$ cat src/rtl/histogram_median_reader_if.sv
// Histogram block <-> median reader link: read/clear requests and per-axis bin streams.
// master = median reader side, slave = histogram block side.
interface histogram_median_reader_if;
    logic       read_hist;
    logic       clear_hist;
    logic       hist_clear;
    logic [7:0] x_bin;
    logic       x_valid;
    logic [7:0] y_bin;
    logic       y_valid;

    modport master (
        output read_hist, clear_hist,
        input  hist_clear, x_bin, x_valid, y_bin, y_valid
    );

    modport slave (
        input  read_hist, clear_hist,
        output hist_clear, x_bin, x_valid, y_bin, y_valid
    );
endinterface

$ cat src/rtl/histogram_median_reader.sv
// Drives two histogram read-out passes (totals, then median search), clears the histogram,
// and strobes the X/Y median result. All outputs registered; sync active-high reset.
module histogram_median_reader #(
    parameter int X_BINS         = 240,
    parameter int Y_BINS         = 180,
    parameter int GAP_CYCLES     = 4,
    parameter int MIN_CLEAR_WAIT = 260,
    parameter int TIMEOUT        = 1024
) (
    input  logic                             clk,
    input  logic                             reset,
    input  logic                             start,
    output logic                             busy,
    histogram_median_reader_if.master        hist,
    output logic [7:0]                       x_median,
    output logic [7:0]                       y_median,
    output logic [15:0]                      x_total,
    output logic [15:0]                      y_total,
    output logic                             result_valid,
    output logic                             empty,
    output logic                             error
);
    localparam int TW = $clog2(TIMEOUT + MIN_CLEAR_WAIT + GAP_CYCLES + 2);
    localparam logic [TW-1:0] TO_LIM   = TW'(TIMEOUT);
    localparam logic [TW-1:0] CLR_MIN  = TW'(MIN_CLEAR_WAIT);
    localparam logic [TW-1:0] GAP_LAST = TW'(GAP_CYCLES - 1);
    localparam logic [7:0]    X_LAST   = 8'(X_BINS - 1);
    localparam logic [7:0]    Y_LAST   = 8'(Y_BINS - 1);

    typedef enum logic [3:0] {
        IDLE, REQ1, PASS1, GAP1, REQ2, PASS2, GAP2, CLRREQ, CLRWAIT, DONE
    } state_t;

    state_t        state_q, state_d;
    logic [TW-1:0] timer_q, timer_d;
    logic [7:0]    x_idx_q, x_idx_d, y_idx_q, y_idx_d;
    logic [15:0]   x_cum_q, x_cum_d, y_cum_q, y_cum_d;
    logic [15:0]   x_total_q, x_total_d, y_total_q, y_total_d;
    logic [7:0]    x_median_q, x_median_d, y_median_q, y_median_d;
    logic          x_seen_q, x_seen_d, y_seen_q, y_seen_d;
    logic          x_done_q, x_done_d, y_done_q, y_done_d;
    logic          x_found_q, x_found_d, y_found_q, y_found_d;
    logic          busy_q, busy_d, read_hist_q, read_hist_d, clear_hist_q, clear_hist_d;
    logic          result_valid_q, result_valid_d, empty_q, empty_d, error_q, error_d;

    logic [16:0]   x_cum_nxt, y_cum_nxt;
    logic          x_take, y_take, x_fall, y_fall;

    function automatic logic [7:0] sat_inc(input logic [7:0] v, input logic [7:0] last);
        return (v == last) ? v : v + 8'd1;
    endfunction

    // Median is the first bin where the running sum reaches half the total.
    function automatic logic median_hit(input logic [16:0] cum, input logic [15:0] tot);
        return (tot != 16'd0) && ({cum, 1'b0} >= {2'b00, tot});
    endfunction

    assign x_cum_nxt = {1'b0, x_cum_q} + {9'd0, hist.x_bin};
    assign y_cum_nxt = {1'b0, y_cum_q} + {9'd0, hist.y_bin};
    assign x_take    = hist.x_valid & ~x_done_q;
    assign y_take    = hist.y_valid & ~y_done_q;
    assign x_fall    = x_seen_q & ~hist.x_valid;
    assign y_fall    = y_seen_q & ~hist.y_valid;

    always_comb begin
        state_d    = state_q;
        x_idx_d    = x_idx_q;    y_idx_d    = y_idx_q;
        x_cum_d    = x_cum_q;    y_cum_d    = y_cum_q;
        x_total_d  = x_total_q;  y_total_d  = y_total_q;
        x_median_d = x_median_q; y_median_d = y_median_q;
        x_seen_d   = x_seen_q;   y_seen_d   = y_seen_q;
        x_done_d   = x_done_q;   y_done_d   = y_done_q;
        x_found_d  = x_found_q;  y_found_d  = y_found_q;
        empty_d    = empty_q;    error_d    = error_q;

        case (state_q)
            IDLE: if (start) begin
                x_idx_d = '0; y_idx_d = '0; x_cum_d = '0; y_cum_d = '0;
                x_total_d = '0; y_total_d = '0; x_median_d = '0; y_median_d = '0;
                x_seen_d = 1'b0; y_seen_d = 1'b0; x_done_d = 1'b0; y_done_d = 1'b0;
                x_found_d = 1'b0; y_found_d = 1'b0; empty_d = 1'b0; error_d = 1'b0;
                state_d = REQ1;
            end
            REQ1: state_d = PASS1;
            REQ2: state_d = PASS2;
            PASS1, PASS2: begin
                if (x_take) begin
                    x_seen_d = 1'b1;
                    x_idx_d  = sat_inc(x_idx_q, X_LAST);
                    if (state_q == PASS1) begin
                        x_total_d = x_total_q + {8'd0, hist.x_bin};
                    end else begin
                        x_cum_d = x_cum_nxt[15:0];
                        if (!x_found_q && median_hit(x_cum_nxt, x_total_q)) begin
                            x_median_d = x_idx_q;
                            x_found_d  = 1'b1;
                        end
                    end
                end
                if (y_take) begin
                    y_seen_d = 1'b1;
                    y_idx_d  = sat_inc(y_idx_q, Y_LAST);
                    if (state_q == PASS1) begin
                        y_total_d = y_total_q + {8'd0, hist.y_bin};
                    end else begin
                        y_cum_d = y_cum_nxt[15:0];
                        if (!y_found_q && median_hit(y_cum_nxt, y_total_q)) begin
                            y_median_d = y_idx_q;
                            y_found_d  = 1'b1;
                        end
                    end
                end
                if (x_fall) x_done_d = 1'b1;
                if (y_fall) y_done_d = 1'b1;
                if (x_done_d && y_done_d) begin
                    state_d = (state_q == PASS1) ? GAP1 : GAP2;
                end else if (timer_q > TO_LIM) begin
                    error_d = 1'b1;
                    state_d = DONE;
                end
            end
            GAP1, GAP2: begin
                x_idx_d = '0; y_idx_d = '0; x_cum_d = '0; y_cum_d = '0;
                x_seen_d = 1'b0; y_seen_d = 1'b0; x_done_d = 1'b0; y_done_d = 1'b0;
                if (timer_q == GAP_LAST) state_d = (state_q == GAP1) ? REQ2 : CLRREQ;
            end
            CLRREQ: state_d = CLRWAIT;
            // A clear-done level left over from an earlier clear must not end the wait early.
            CLRWAIT: begin
                if (timer_q >= CLR_MIN && hist.hist_clear) begin
                    state_d = DONE;
                end else if (timer_q > TO_LIM) begin
                    error_d = 1'b1;
                    state_d = DONE;
                end
            end
            DONE:    state_d = IDLE;
            default: state_d = IDLE;
        endcase

        timer_d = (state_d != state_q || state_q == IDLE) ? '0 : timer_q + 1'b1;

        if (state_d == DONE) begin
            empty_d = (x_total_d == 16'd0) || (y_total_d == 16'd0);
            if (empty_d) begin
                x_median_d = '0;
                y_median_d = '0;
            end
        end

        read_hist_d    = (state_d == REQ1) || (state_d == REQ2);
        clear_hist_d   = (state_d == CLRREQ);
        result_valid_d = (state_d == DONE);
        busy_d         = (state_d != IDLE);
    end

    always_ff @(posedge clk) begin
        if (reset) begin
            state_q <= IDLE;       timer_q <= '0;
            x_idx_q <= '0;         y_idx_q <= '0;
            x_cum_q <= '0;         y_cum_q <= '0;
            x_total_q <= '0;       y_total_q <= '0;
            x_median_q <= '0;      y_median_q <= '0;
            x_seen_q <= 1'b0;      y_seen_q <= 1'b0;
            x_done_q <= 1'b0;      y_done_q <= 1'b0;
            x_found_q <= 1'b0;     y_found_q <= 1'b0;
            busy_q <= 1'b0;        read_hist_q <= 1'b0;
            clear_hist_q <= 1'b0;  result_valid_q <= 1'b0;
            empty_q <= 1'b0;       error_q <= 1'b0;
        end else begin
            state_q <= state_d;           timer_q <= timer_d;
            x_idx_q <= x_idx_d;           y_idx_q <= y_idx_d;
            x_cum_q <= x_cum_d;           y_cum_q <= y_cum_d;
            x_total_q <= x_total_d;       y_total_q <= y_total_d;
            x_median_q <= x_median_d;     y_median_q <= y_median_d;
            x_seen_q <= x_seen_d;         y_seen_q <= y_seen_d;
            x_done_q <= x_done_d;         y_done_q <= y_done_d;
            x_found_q <= x_found_d;       y_found_q <= y_found_d;
            busy_q <= busy_d;             read_hist_q <= read_hist_d;
            clear_hist_q <= clear_hist_d; result_valid_q <= result_valid_d;
            empty_q <= empty_d;           error_q <= error_d;
        end
    end

    assign busy            = busy_q;
    assign hist.read_hist  = read_hist_q;
    assign hist.clear_hist = clear_hist_q;
    assign x_median        = x_median_q;
    assign y_median        = y_median_q;
    assign x_total         = x_total_q;
    assign y_total         = y_total_q;
    assign result_valid    = result_valid_q;
    assign empty           = empty_q;
    assign error           = error_q;
endmodule

$ cat src/flat_wrapper.sv
// flat-port wrapper written by rule: the top's interface ports become plain ports
module histogram_median_reader_flat 
#(
    parameter int X_BINS         = 240,
    parameter int Y_BINS         = 180,
    parameter int GAP_CYCLES     = 4,
    parameter int MIN_CLEAR_WAIT = 260,
    parameter int TIMEOUT        = 1024
)
  (clk, reset, start, busy, x_median, y_median, x_total, y_total, result_valid, empty, error, hist_read_hist, hist_clear_hist, hist_hist_clear, hist_x_bin, hist_x_valid, hist_y_bin, hist_y_valid);
  histogram_median_reader_if hist_i ();
  input  logic clk;
  input  logic reset;
  input  logic start;
  output logic busy;
  output logic [7:0] x_median;
  output logic [7:0] y_median;
  output logic [15:0] x_total;
  output logic [15:0] y_total;
  output logic result_valid;
  output logic empty;
  output logic error;
  output wire logic [$bits(hist_i.read_hist)-1:0] hist_read_hist;
  output wire logic [$bits(hist_i.clear_hist)-1:0] hist_clear_hist;
  input wire logic [$bits(hist_i.hist_clear)-1:0] hist_hist_clear;
  input wire logic [$bits(hist_i.x_bin)-1:0] hist_x_bin;
  input wire logic [$bits(hist_i.x_valid)-1:0] hist_x_valid;
  input wire logic [$bits(hist_i.y_bin)-1:0] hist_y_bin;
  input wire logic [$bits(hist_i.y_valid)-1:0] hist_y_valid;
  assign hist_read_hist = hist_i.read_hist;
  assign hist_clear_hist = hist_i.clear_hist;
  assign hist_i.hist_clear = hist_hist_clear;
  assign hist_i.x_bin = hist_x_bin;
  assign hist_i.x_valid = hist_x_valid;
  assign hist_i.y_bin = hist_y_bin;
  assign hist_i.y_valid = hist_y_valid;
  histogram_median_reader #(.X_BINS(X_BINS), .Y_BINS(Y_BINS), .GAP_CYCLES(GAP_CYCLES), .MIN_CLEAR_WAIT(MIN_CLEAR_WAIT), .TIMEOUT(TIMEOUT)) u_core (.clk(clk), .reset(reset), .start(start), .busy(busy), .hist(hist_i), .x_median(x_median), .y_median(y_median), .x_total(x_total), .y_total(y_total), .result_valid(result_valid), .empty(empty), .error(error));
endmodule
$ cat config.mk
export PLATFORM = sky130hd
export DESIGN_NAME = histogram_median_reader_flat
export DESIGN_NICKNAME = d
export VERILOG_FILES = /design/src/rtl/histogram_median_reader_if.sv /design/src/rtl/histogram_median_reader.sv /design/src/flat_wrapper.sv
export SDC_FILE = /design/constraint.sdc
export NUM_CORES = 1
export LEC_CHECK = 0
export ABC_CLOCK_PERIOD_IN_PS = 4800
export CAP_MARGIN = 20
export CORE_MARGIN = 2
export CORE_UTILIZATION = 45
export CTS_BUF_LIST = sky130_fd_sc_hd__clkbuf_2
export DETAILED_ROUTE_END_ITERATION = 12
export PLACE_DENSITY = 0.67
export SETUP_SLACK_MARGIN = 0.3
export SYNTH_ARGS = -nofsm -noshare
export SYNTH_HDL_FRONTEND = slang
export SYNTH_SLANG_ARGS = --single-unit
$ cat constraint.sdc
create_clock -name clk -period 4.8 [get_ports clk]
set_input_delay 1.2 -clock clk [delete_from_list [all_inputs] [get_ports clk]]
set_output_delay 1.2 -clock clk [all_outputs]
set_load 0.02 [all_outputs]
Yosys cells after proc, flatten, opt, wreduce, memory -nomap -nowiden
Cells that the tools add are included.
Widths: inputs -> output; s select.
{"block": "totals", "register_bits": 123, "input_bits": 22, "output_inout_bits": 54, "wordCells": 172}
{"block": "classes", "addsub": 7, "order_cmp": 4, "eq_ne": 26, "muxes": 69, "bitwise": 8, "reduce_logical": 36}
{"operator": "$mux 16", "count": 11}
{"operator": "$mux 8", "count": 17}
{"operator": "$pmux 16 s3", "count": 2}
{"operator": "$pmux 16 s2", "count": 2}
{"operator": "$pmux 8 s3", "count": 2}
{"operator": "$ge 18x16->1", "count": 2}
{"operator": "$add 16x8->17", "count": 2}
{"operator": "$add 16x8->16", "count": 2}
{"operator": "$logic_not 16->1", "count": 2}
{"operator": "$pmux 8 s2", "count": 2}
{"operator": "$reduce_bool 16->1", "count": 2}
{"operator": "$pmux 4 s7", "count": 1}
{"operator": "$eq 4x3->1 const B", "count": 6}
{"operator": "$mux 4", "count": 5}
{"operator": "$reduce_and 4->1", "count": 5}
{"operator": "$mux 1", "count": 18}
{"operator": "$add 8x1->8 const B", "count": 2}
{"operator": "$eq 8x8->1 const B", "count": 2}
{"operator": "$pmux 1 s3", "count": 5}
{"operator": "$ne 2x2->1 const B", "count": 6}
{"operator": "$add 11x1->11 const B", "count": 1}
{"operator": "$eq 11x2->1 const B", "count": 1}
{"operator": "$ge 11x9->1 const B", "count": 1}
{"operator": "$gt 11x11->1 const B", "count": 1}
{"operator": "21 further kinds", "count": 50}

Logic depth before layout (Yosys ltp)
Gate-level depths: netlist of run 1.
{"block": "depth", "word_depth": 10, "ltp_mapped": 21, "mapped_depth_nobuf": 19}

Worst setup path after synthesis of run 1
OpenSTA, ideal clock, no wires.
{"block": "synth_timing", "kind": "in2reg", "startpoint": "input port hist_x_bin[1]", "endpoint": "register u_core.x_median_q[4], in the netlist u_core.x_median[4]", "arrival_time_ns": 4.878, "required_ns": 4.721, "setup_slack_ns": -0.158, "cell_stages": 19, "path_buffers": 2, "cell_sequence": "ha_1 -> a21o_1 -> a21o_1 -> a2111oi_0 -> o31ai_1 -> o21ai_1 -> nor2_1 -> xor2_1 -> ha_1 -> nand2_1 -> nor2_1 -> nand4_1 -> nor2_1 -> o31a_1 -> clkbuf_1 -> or2_2 -> buf_1 -> o2111ai_1 -> a211oi_2"}
{"block": "synth_via", "elab_chain_len": 10, "elab_cells_between_ends": 16, "cone_classes": "add/sub: 2; order compare: 1; mux: 9; reduce/logical: 4"}
{"element": "start, declared", "line": "flat_wrapper.sv:26", "text": "input wire logic [$bits(hist_i.x_bin)-1:0] hist_x_bin;"}
{"element": "$add 16x8->17", "line": "histogram_median_reader.sv:58", "text": "assign x_cum_nxt = {1'b0, x_cum_q} + {9'd0, hist.x_bin};"}
{"element": "$ge 18x16->1", "line": "histogram_median_reader.sv:55", "text": "return (tot != 16'd0) && ({cum, 1'b0} >= {2'b00, tot});"}
{"element": "$logic_and 1x1->1", "line": "histogram_median_reader.sv:55"}
{"element": "$logic_and 1x1->1", "line": "histogram_median_reader.sv:94", "text": "if (!x_found_q && median_hit(x_cum_nxt, x_total_q)) begin"}
{"element": "$mux 8", "line": "histogram_median_reader.sv:94"}
{"element": "$mux 8", "line": "histogram_median_reader.sv:90", "text": "if (state_q == PASS1) begin"}
{"element": "$mux 8", "line": "histogram_median_reader.sv:87", "text": "if (x_take) begin"}
{"element": "$pmux 8 s2", "line": "histogram_median_reader.sv:76", "text": "case (state_q)"}
{"element": "$mux 8", "line": "histogram_median_reader.sv:145", "text": "if (empty_d) begin"}
{"element": "$mux 8 (*)", "line": "histogram_median_reader.sv:143", "text": "if (state_d == DONE) begin"}
{"element": "end signal, assigned", "line": "histogram_median_reader.sv:175", "text": "x_median_q <= x_median_d; y_median_q <= y_median_d;"}
{"element": "end, declared", "line": "histogram_median_reader.sv:39", "text": "logic [7:0] x_median_q, x_median_d, y_median_q, y_median_d;"}
Every way passes the cells marked *; elsewhere a longest branch is shown, timed or not.
A chain may end at the register's enable or synchronous reset.

Worst setup path in the final report of run 1
{"block": "layout_timing", "startpoint": "input port hist_y_bin[1]", "endpoint": "register u_core.y_median_q[7], in the netlist u_core.y_median[7]"}
{"block": "layout_via", "elab_chain_len": 10, "elab_cells_between_ends": 16, "cone_classes": "add/sub: 2; order compare: 1; mux: 9; reduce/logical: 4"}
{"element": "start, declared", "line": "flat_wrapper.sv:28", "text": "input wire logic [$bits(hist_i.y_bin)-1:0] hist_y_bin;"}
{"element": "$add 16x8->17", "line": "histogram_median_reader.sv:59", "text": "assign y_cum_nxt = {1'b0, y_cum_q} + {9'd0, hist.y_bin};"}
{"element": "$ge 18x16->1", "line": "histogram_median_reader.sv:55"}
{"element": "$logic_and 1x1->1", "line": "histogram_median_reader.sv:55"}
{"element": "$logic_and 1x1->1", "line": "histogram_median_reader.sv:107", "text": "if (!y_found_q && median_hit(y_cum_nxt, y_total_q)) begin"}
{"element": "$mux 8", "line": "histogram_median_reader.sv:107"}
{"element": "$mux 8", "line": "histogram_median_reader.sv:103", "text": "if (state_q == PASS1) begin"}
{"element": "$mux 8", "line": "histogram_median_reader.sv:100", "text": "if (y_take) begin"}
{"element": "$pmux 8 s2", "line": "histogram_median_reader.sv:76"}
{"element": "$mux 8", "line": "histogram_median_reader.sv:145"}
{"element": "$mux 8 (*)", "line": "histogram_median_reader.sv:143"}
{"element": "end signal, assigned", "line": "histogram_median_reader.sv:175"}
{"element": "end, declared", "line": "histogram_median_reader.sv:39"}
Marked as above.

==> results.md, run 1 <==
* Reg2Reg Capture Point: u_core.y_median[7]$_SDFF_PP0_
* WL per Instance at roughly 16 µm
* Core ar. at around 0.019 mm²
* Final ANT Viol Nets at 0
* Number of port buffers at 75
* Vias at slightly above 8000
* Number of synthesis warnings at 0
* WHS Endpoint: u_core.y_cum_q[4]$_SDFFE_PP0P_
* Hold buffers post-CTS at 0
* Crit Path Class: primary input to flop
* Most common cell after layout, fill and taps aside: nor2_1
* Most used DFF post-synth: dfxtp_1
* Fin area at 0.0103 mm²
* Clock share of power at 33.6%
* Internal at between 1.5 and 2 mW
* Max_slew headroom at between 30% and 40%
* Fmax at between 200 and 250 MHz
* Tmin final at ~4.4 ns
* Most frequent cells in the layout: 126 x nor2_1, 123 x dfxtp_1, 72 x clkdlybuf4s50_1, 72 x buf_4, 65 x nand2_1
* CP dominant cell by count: a21o_1
* DIE HEIGHT at 141 µm
* #FFs+latches synth at 123
* Cell-by-cell trace of the critical path: clkdlybuf4s50_1 -> inv_1 -> fa_2 -> nor2b_1 -> o21ai_1 -> a21oi_2 -> a2111oi_4 -> nor2_2 -> nand3_1 -> xnor2_1 -> ha_1 -> a21o_1 -> a21o_1 -> a21o_1 -> a21o_1 -> a221oi_4 -> o211a_4 -> o21ai_1 -> a211oi_2
* Family with the most delay on the worst path: compound AO/OA/AOI/OAI gates
* Die W at between 100 and 150 µm
* Sw frac at between 30% and 40%
* Worst path max stage delay at roughly 0.51 ns
* Worst Setup Start Kind: primary input
* CTS Buf Count at 17
* Net Sw Power at 0.733 mW
* Setup crit end kind: flop
* Largest net degree at the start of global routing at 65
* Clock slew seen by the registers of the worst setup and hold paths at between 0.2 and 0.25 ns
* Logic pwr share at approximately a fifth
* R2r startpoint: u_core.y_cum_q[0]$_SDFFE_PP0P_
* Leak at 4.03 nW
* Total routed wirelength at 23300 µm
* Status: completed
* Slowest-stage cell, CP: clkdlybuf4s50_1
* Final routed DRC violation total at 0
* Clock sink total at 123
* Cell Area, Placed at 0.00998 mm²
* Hold Path Depth at 2
* Overflow after GRT at 0
* Overall Power at approximately 2.3 mW
* Sequential share of the synthesized area at between 20 and 30%
* Syn_nets at 1142
* Vias in the first global route at ~7700
* Layout cell share with drive strength beyond 1 at between 10% and 20%
* Die area at roughly 0.02 mm²
* Final count of hold timing violations at 0
* Largest fanout on the critical path at 8
* Longest Clk Path Bufs at 2
* Max VDD drop at 0.000153 V
* Hold Crit Start: u_core.y_cum_q[4]$_SDFFE_PP0P_
* Gate Count Post-Synth at about 1100
* Mapped Area at 0.00844 mm²
* Sequential share of power at 45.7%
* Async S/R FF share, synth at 0%
* Final Max Tran Viols at 0
* First-pass GRT wire length at roughly 38000 µm
* CTS tree: done
* Worst Tran Pin Value at roughly 0.90 ns
* Post-synth EDFFs at 0
* Ports at 76
* Root Driver: clkbuf_2
* Routability cong. at between 0.8 and 0.9
* Skew-Pair Late Insertion Delay at 0.72 ns
* Drt pass-1 iters at 5
* HPWL Detailed at approximately 17000 µm
* 1st-iter DRT viols at just under 600
* Htree depth at 4
* Buffers & Inverters on Critical Path at 2
* Row count at 50
* Syn-to-layout area delta at 22.7%
* Initial core utilization at 45.4%
* Setup crit start: hist_y_bin[1]
* Initial antenna violation count at 1
* Min-Delay Path Class: flop to flop
* Tot GR Track Use at between 20% and 30%
* # setup viols final at 0
* Tcrit/Tclk final at between 90% and 100%
* CP arrival at between 5 and 6 ns
* Setup Skew at 0.0335 ns
* R2r setup slk at just over 0.9 ns
* Unique masters post-synth at 82
* Required time at the worst-slack endpoint at around 5.5 ns
* Vias/cell at just under 6
* Final Net Count at around 1300
* Maxcap violations at 0
* PwrDens at ~220 mW/mm²
* Avg Synthesized Cell Area at approximately 8 µm²
* Worst R2R Path Depth at 19
* PnR worst setup slack at approximately 0.42 ns
* RSZ-0062 raised after global routing: yes
* Pre-CTS WS at -0.677 ns
## layout make-up
cell class,count,area (µm²)
clock buffers,17,85.1
flip-flops and latches,123,2460
multi-input cells,821,5740
well taps,234,293
clock inverters,15,198
inverters,58,218
fillers,1754,8230
diodes,1,2.50
repair buffers,150,1350
## through the flow
step           utilization (%)  instances  hold WS, ns  setup TNS [ns]
6_report                  55.7       1419        0.479               0
5_1_grt                   55.7       1419        0.496               0
4_1_cts                   55.4       1417        0.484               0
3_5_place_dp              53.7       1384        0.454           -8.41
3_3_place_gp              53.7       1384        0.443           -6.15
2_1_floorplan                -       1050        0.429               0
## worst max path at each step
stage | slack [ns] | depth (start not counted) | to
after floorplan | 0.32 | 20 | u_core.x_median[4]$_SDFF_PP0_
after global placement | -0.42 | 17 | u_core.y_median[7]$_SDFF_PP0_
after detailed placement | -0.68 | 17 | u_core.y_median[7]$_SDFF_PP0_
after CTS | 0.31 | 17 | u_core.y_median[7]$_SDFF_PP0_
after global routing | 0.29 | 19 | u_core.x_median[1]$_SDFF_PP0_
final | 0.42 | 19 | u_core.y_median[7]$_SDFF_PP0_
## power groups by stage
| stage | Sequential (mW) | Clock, mW | Combinational (mW) |
|---|---|---|---|
| floorplan | 1.07 | 0 | 0.293 |
| global placement | 1.07 | 0 | 0.459 |
| detailed placement | 1.07 | 0 | 0.463 |
| CTS | 1.05 | 0.791 | 0.471 |
| global route | 1.06 | 0.839 | 0.526 |
| finish | 1.05 | 0.776 | 0.475 |
## registers in the layout, indices dropped and copies added (netlist names), 4 cells and up
register and flops:
u_core.y_median 8, u_core.state_q 4, u_core.y_idx_q 8, u_core.y_cum_q 16
u_core.x_idx_q 8, u_core.x_total 16, u_core.x_median 8, u_core.y_total 16
u_core.x_cum_q 16, u_core.timer_q 11
## synthesized netlist by cell type, types with 11 or more instances
library cell,n,area share (%)
a221oi_1,11,1.1
nand3_1,36,2.1
nor2_1,128,5.7
and2_1,15,1.1
xnor2_1,25,2.6
clkbuf_1,37,1.6
nor4_1,12,0.89
a211oi_1,21,1.9
inv_1,58,2.6
dfxtp_1,123,29
a22oi_1,20,1.8
ha_1,66,9.8
nand4_1,20,1.5
a31oi_1,15,1.1
nor3_1,27,1.6
nand2_1,65,2.9
a21o_1,19,1.7
nor2b_1,11,0.82
o21ai_0,58,3.4
xor2_1,25,2.6
or3_1,17,1.3
a21oi_1,61,3.6
## tightest hold or removal path, stage by stage, from the launching register on
cell and delay [ns]:
dfxtp_1 0.36, nand2_1 0.05, a21oi_1 0.05
## timing repair
item	CTS	global route
setup buffers	1	1
resized for setup	3	12
endpoints found under the setup margin	9	18
pin swaps	1	11
## layer usage
layer	vias to the layer above	GRT usage (%)	part of all wire, %
met5	-	0	0
met4	0	7.47	1.6
met3	30	4.52	4.4
met2	178	38.6	46
met1	3945	31.4	48
li1	4161	-	-
## kinds of logic after synthesis
kind of cell               synth area share (%)
DFF                                        29.2
muxes                                     0.356
xor gates and xnor gates                   5.19
AOI/OAI and AO/OA                          26.8
and+or+nand+nor                            22.4
adders and majority gates                  10.7
buffers and inverters                      5.31
Power figures use the tool's default switching activity.
==> run 2: changes to the inputs <==
--- a/config.mk
+++ b/config.mk
@@ -8,10 +8,10 @@
 export ABC_CLOCK_PERIOD_IN_PS = 4800
 export CAP_MARGIN = 20
 export CORE_MARGIN = 2
-export CORE_UTILIZATION = 45
+export CORE_UTILIZATION = 55
 export CTS_BUF_LIST = sky130_fd_sc_hd__clkbuf_2
 export DETAILED_ROUTE_END_ITERATION = 12
-export PLACE_DENSITY = 0.67
+export PLACE_DENSITY = 0.8
 export SETUP_SLACK_MARGIN = 0.3
 export SYNTH_ARGS = -nofsm -noshare
 export SYNTH_HDL_FRONTEND = slang
==> run 2 against run 1 <==
- combinational power barely moved
- routed wire length fell by 1.0%
- first-iteration DRC count rose by 61%
- die area fell by 18%
- critical endpoint is now u_core.y_found_q$_SDFFE_PP0P_
- maximum frequency rose by 0.78%
- non-clock buffer count rose by 2
- register-to-register slack got worse by 0.05 ns
- largest power group unchanged
- setup slack improved by 0.034 ns
==> results.md, run 2 (synthesis results as in run 1) <==
* Worst Setup Start Kind: primary input (unchanged)
* Final Net Count at 1266 (was 1263)
* Skew-Pair Late Insertion Delay at 0.73 ns (was 0.72 ns)
* # fillers at 1220 (was 1754)
* Largest fanout on the critical path at 9 (was 8)
* Slowest-stage cell, CP: clkdlybuf4s50_1 (unchanged)
* Htree depth at 4 (unchanged)
* Internal at 1.74 mW (was 1.57 mW)
* R2r startpoint: u_core.y_cum_q[0]$_SDFFE_PP0P_ (unchanged)
* Leak at 4.11 nW (was 4.03 nW)
* Syn-to-layout area delta at 23.2% (was 22.7%)
* Final ANT Viol Nets at 0 (unchanged)
* Worst R2R Path Depth at 21 (was 19)
* Clock sink total at 123 (unchanged)
* Maxcap violations at 0 (unchanged)
* Most common cell after layout, fill and taps aside: nor2_1 (unchanged)
* Final Max Tran Viols at 0 (unchanged)
* Clock slew seen by the registers of the worst setup and hold paths at 0.21 ns (was 0.22 ns)
* Overflow after GRT at 0 (unchanged)
* Largest net degree at the start of global routing at 65 (unchanged)
* Max_slew headroom at 42.7% (was 39.4%)
* Core ar. at 0.0151 mm² (was 0.0186 mm²)
* Post-Route Utilization at 68.9% (was 55.7%)
* Row count at 45 (was 50)
* WL per Instance at 16.8 µm (was 16.4 µm)
* Die W at 128 µm (was 141 µm)
* HPWL Detailed at 16500 µm (was 17000 µm)
* # setup viols final at 0 (unchanged)
* First-pass GRT wire length at 38000 µm (was 38100 µm)
* Final count of hold timing violations at 0 (unchanged)
* CTS tree: done (unchanged)
* TNS Setup at 0 ns (unchanged)
* Worst Tran Pin Value at 0.851 ns (was 0.900 ns)
* CP arrival at 4.94 ns (was 5.04 ns)
* Worst path max stage delay at 0.54 ns (was 0.51 ns)
* Reg2Reg Capture Point: u_core.y_found_q$_SDFFE_PP0P_ (was u_core.y_median[7]$_SDFF_PP0_)
* Tot GR Track Use at 28.6% (was 23.5%)
* Logic pwr share at 19.1% (was 20.6%)
* Total routed wirelength at 23100 µm (was 23300 µm)
* Hold Path Depth at 2 (unchanged)
* Vias in the first global route at 7875 (was 7665)
* Pre-CTS WS at -0.513 ns (was -0.677 ns)
* R2r setup slk at 0.86 ns (was 0.91 ns)
* Sw frac at 29.7% (was 31.8%)
* Min-Delay Path Class: flop to flop (unchanged)
* Setup crit end kind: flop (unchanged)
* Longest Clk Path Bufs at 2 (unchanged)
* Overall Power at 2.48 mW (was 2.31 mW)
* CTS Buf Count at 17 (unchanged)
* Inst Count DP at 1338 (was 1384)
* PnR worst setup slack at 0.456 ns (was 0.423 ns)
* Non-Filler Instances at 1376 (was 1419)
* Net Sw Power at 0.735 mW (was 0.733 mW)
* Required time at the worst-slack endpoint at 5.39 ns (was 5.46 ns)
* Vias/cell at 6.17 (was 5.86)
* Status: completed (unchanged)
* WHS Endpoint: u_core.y_cum_q[3]$_SDFFE_PP0P_ (was u_core.y_cum_q[4]$_SDFFE_PP0P_)
* Initial antenna violation count at 1 (unchanged)
* Final routed DRC violation total at 0 (unchanged)
* Clock share of power at 38.2% (was 33.6%)
* CP dominant cell by count: a21o_1 (unchanged)
* Drt pass-1 iters at 5 (unchanged)
* DIE HEIGHT at 128 µm (was 141 µm)
* Routability cong. at 0.942 (was 0.892)
* Layout cell share with drive strength beyond 1 at 14.1% (was 13.9%)
* Vias at 8494 (was 8314)
* Cell-by-cell trace of the critical path: clkdlybuf4s50_1 -> ha_4 -> nor2b_2 -> o21ai_2 -> a21oi_2 -> buf_4 -> a2111oi_4 -> nor2_2 -> nand3_1 -> xnor2_1 -> ha_1 -> a21o_1 -> a21o_1 -> a21o_1 -> a21o_1 -> a221oi_4 -> buf_4 -> o21ai_2 -> a31oi_1 -> a211oi_1 (was clkdlybuf4s50_1 -> inv_1 -> fa_2 -> nor2b_1 -> o21ai_1 -> a21oi_2 -> a2111oi_4 -> nor2_2 -> nand3_1 -> xnor2_1 -> ha_1 -> a21o_1 -> a21o_1 -> a21o_1 -> a21o_1 -> a221oi_4 -> o211a_4 -> o21ai_1 -> a211oi_2)
* PwrDens at 238 mW/mm² (was 223 mW/mm²)
* Number of port buffers at 75 (unchanged)
* Most frequent cells in the layout: 127 x nor2_1, 123 x dfxtp_1, 74 x buf_4 (was 126 x nor2_1, 123 x dfxtp_1, 72 x clkdlybuf4s50_1, 72 x buf_4, 65 x nand2_1)
* RSZ-0062 raised after global routing: no (was yes)
* Root Driver: clkbuf_2 (unchanged)
* Max VDD drop at 0.000250 V (was 0.000153 V)
* Ports at 76 (unchanged)
* Tmin final at 4.34 ns (was 4.38 ns)
* Setup Skew at 0.0352 ns (was 0.0335 ns)
* Die area at 0.0163 mm² (was 0.0199 mm²)
* 1st-iter DRT viols at 930 (was 578)
* Crit Path Class: primary input to flop (unchanged)
* Hold Crit Start: u_core.y_cum_q[3]$_SDFFE_PP0P_ (was u_core.y_cum_q[4]$_SDFFE_PP0P_)
* Hold buffers post-CTS at 0 (unchanged)
* Tcrit/Tclk final at 90.5% (was 91.2%)
* Fmax at 230 MHz (was 228 MHz)
* Initial core utilization at 55.9% (was 45.4%)
* Sequential share of power at 42.7% (was 45.7%)
-- run 2: worst max path at each step --
| stage | slack, ns | startpoint | to |
|---|---|---|---|
| 5_1_grt | 0.32 | hist_y_bin[2] | u_core.y_found_q$_SDFFE_PP0P_ |
| 3_5_place_dp | -0.51 | hist_y_bin[0] | u_core.y_median[7]$_SDFF_PP0_ |
| 4_1_cts | 0.31 | hist_y_bin[0] | u_core.y_median[7]$_SDFF_PP0_ |
| 2_1_floorplan | 0.32 | hist_x_bin[0] | u_core.x_median[4]$_SDFF_PP0_ |
| 3_3_place_gp | -0.37 | hist_y_bin[0] | u_core.y_median[7]$_SDFF_PP0_ |
| 6_report | 0.46 | hist_y_bin[2] | u_core.y_found_q$_SDFFE_PP0P_ |
-- run 2: worst max-delay path, delay by kind of cell --
family | cells | cell delay (ns)
buffers and inverters | 3 | 0.85
AOI/OAI and AO/OA | 11 | 1.91
adders and majority gates | 2 | 0.55
xor gates and xnor gates | 1 | 0.09
and+or+nand+nor | 3 | 0.32
-- run 2: cell type report --
type | count | area, µm² | area share [%]
multi-input combinational | 822 | 5750 | 55.3
sequential | 123 | 2460 | 23.7
timing repair buffer | 152 | 1370 | 13.2
clock inverter | 13 | 263 | 2.53
tap | 188 | 235 | 2.26
inverter | 58 | 218 | 2.09
clock buffer | 19 | 95.1 | 0.914
antenna | 1 | 2.50 | 0.0241
-- run 2: metrics by stage --
| step | instance area (µm²) | hold slack, ns |
|---|---|---|
| floorplan | 8590 | 0.429 |
| global placement | 9920 | 0.440 |
| detailed placement | 9920 | 0.449 |
| CTS | 10300 | 0.481 |
| global route | 10400 | 0.503 |
| finish | 10400 | 0.477 |
-- run 2: power by group through the flow --
stage,Clock [mW],Combinational (mW),Sequential (mW)
5_1_grt,0.999,0.518,1.06
4_1_cts,0.959,0.460,1.06
3_5_place_dp,0,0.456,1.08
3_3_place_gp,0,0.449,1.08
6_report,0.946,0.473,1.06
2_1_floorplan,0,0.293,1.07
-- run 2: routing by layer --
layer	vias up	part of all wire, %	global-route usage (%)
met3	47	6.4	5.13
met2	309	48	47.9
met5	-	0	0
met4	0	1.7	9.44
met1	3970	44	37.4
li1	4168	-	-
-- run 2: what timing repair did --
item                       CTS  global route
pin swaps                    0            11
cloned                       0             1
buffers inserted             0             4
resized for setup            1            16
setup endpoints to repair    2            18
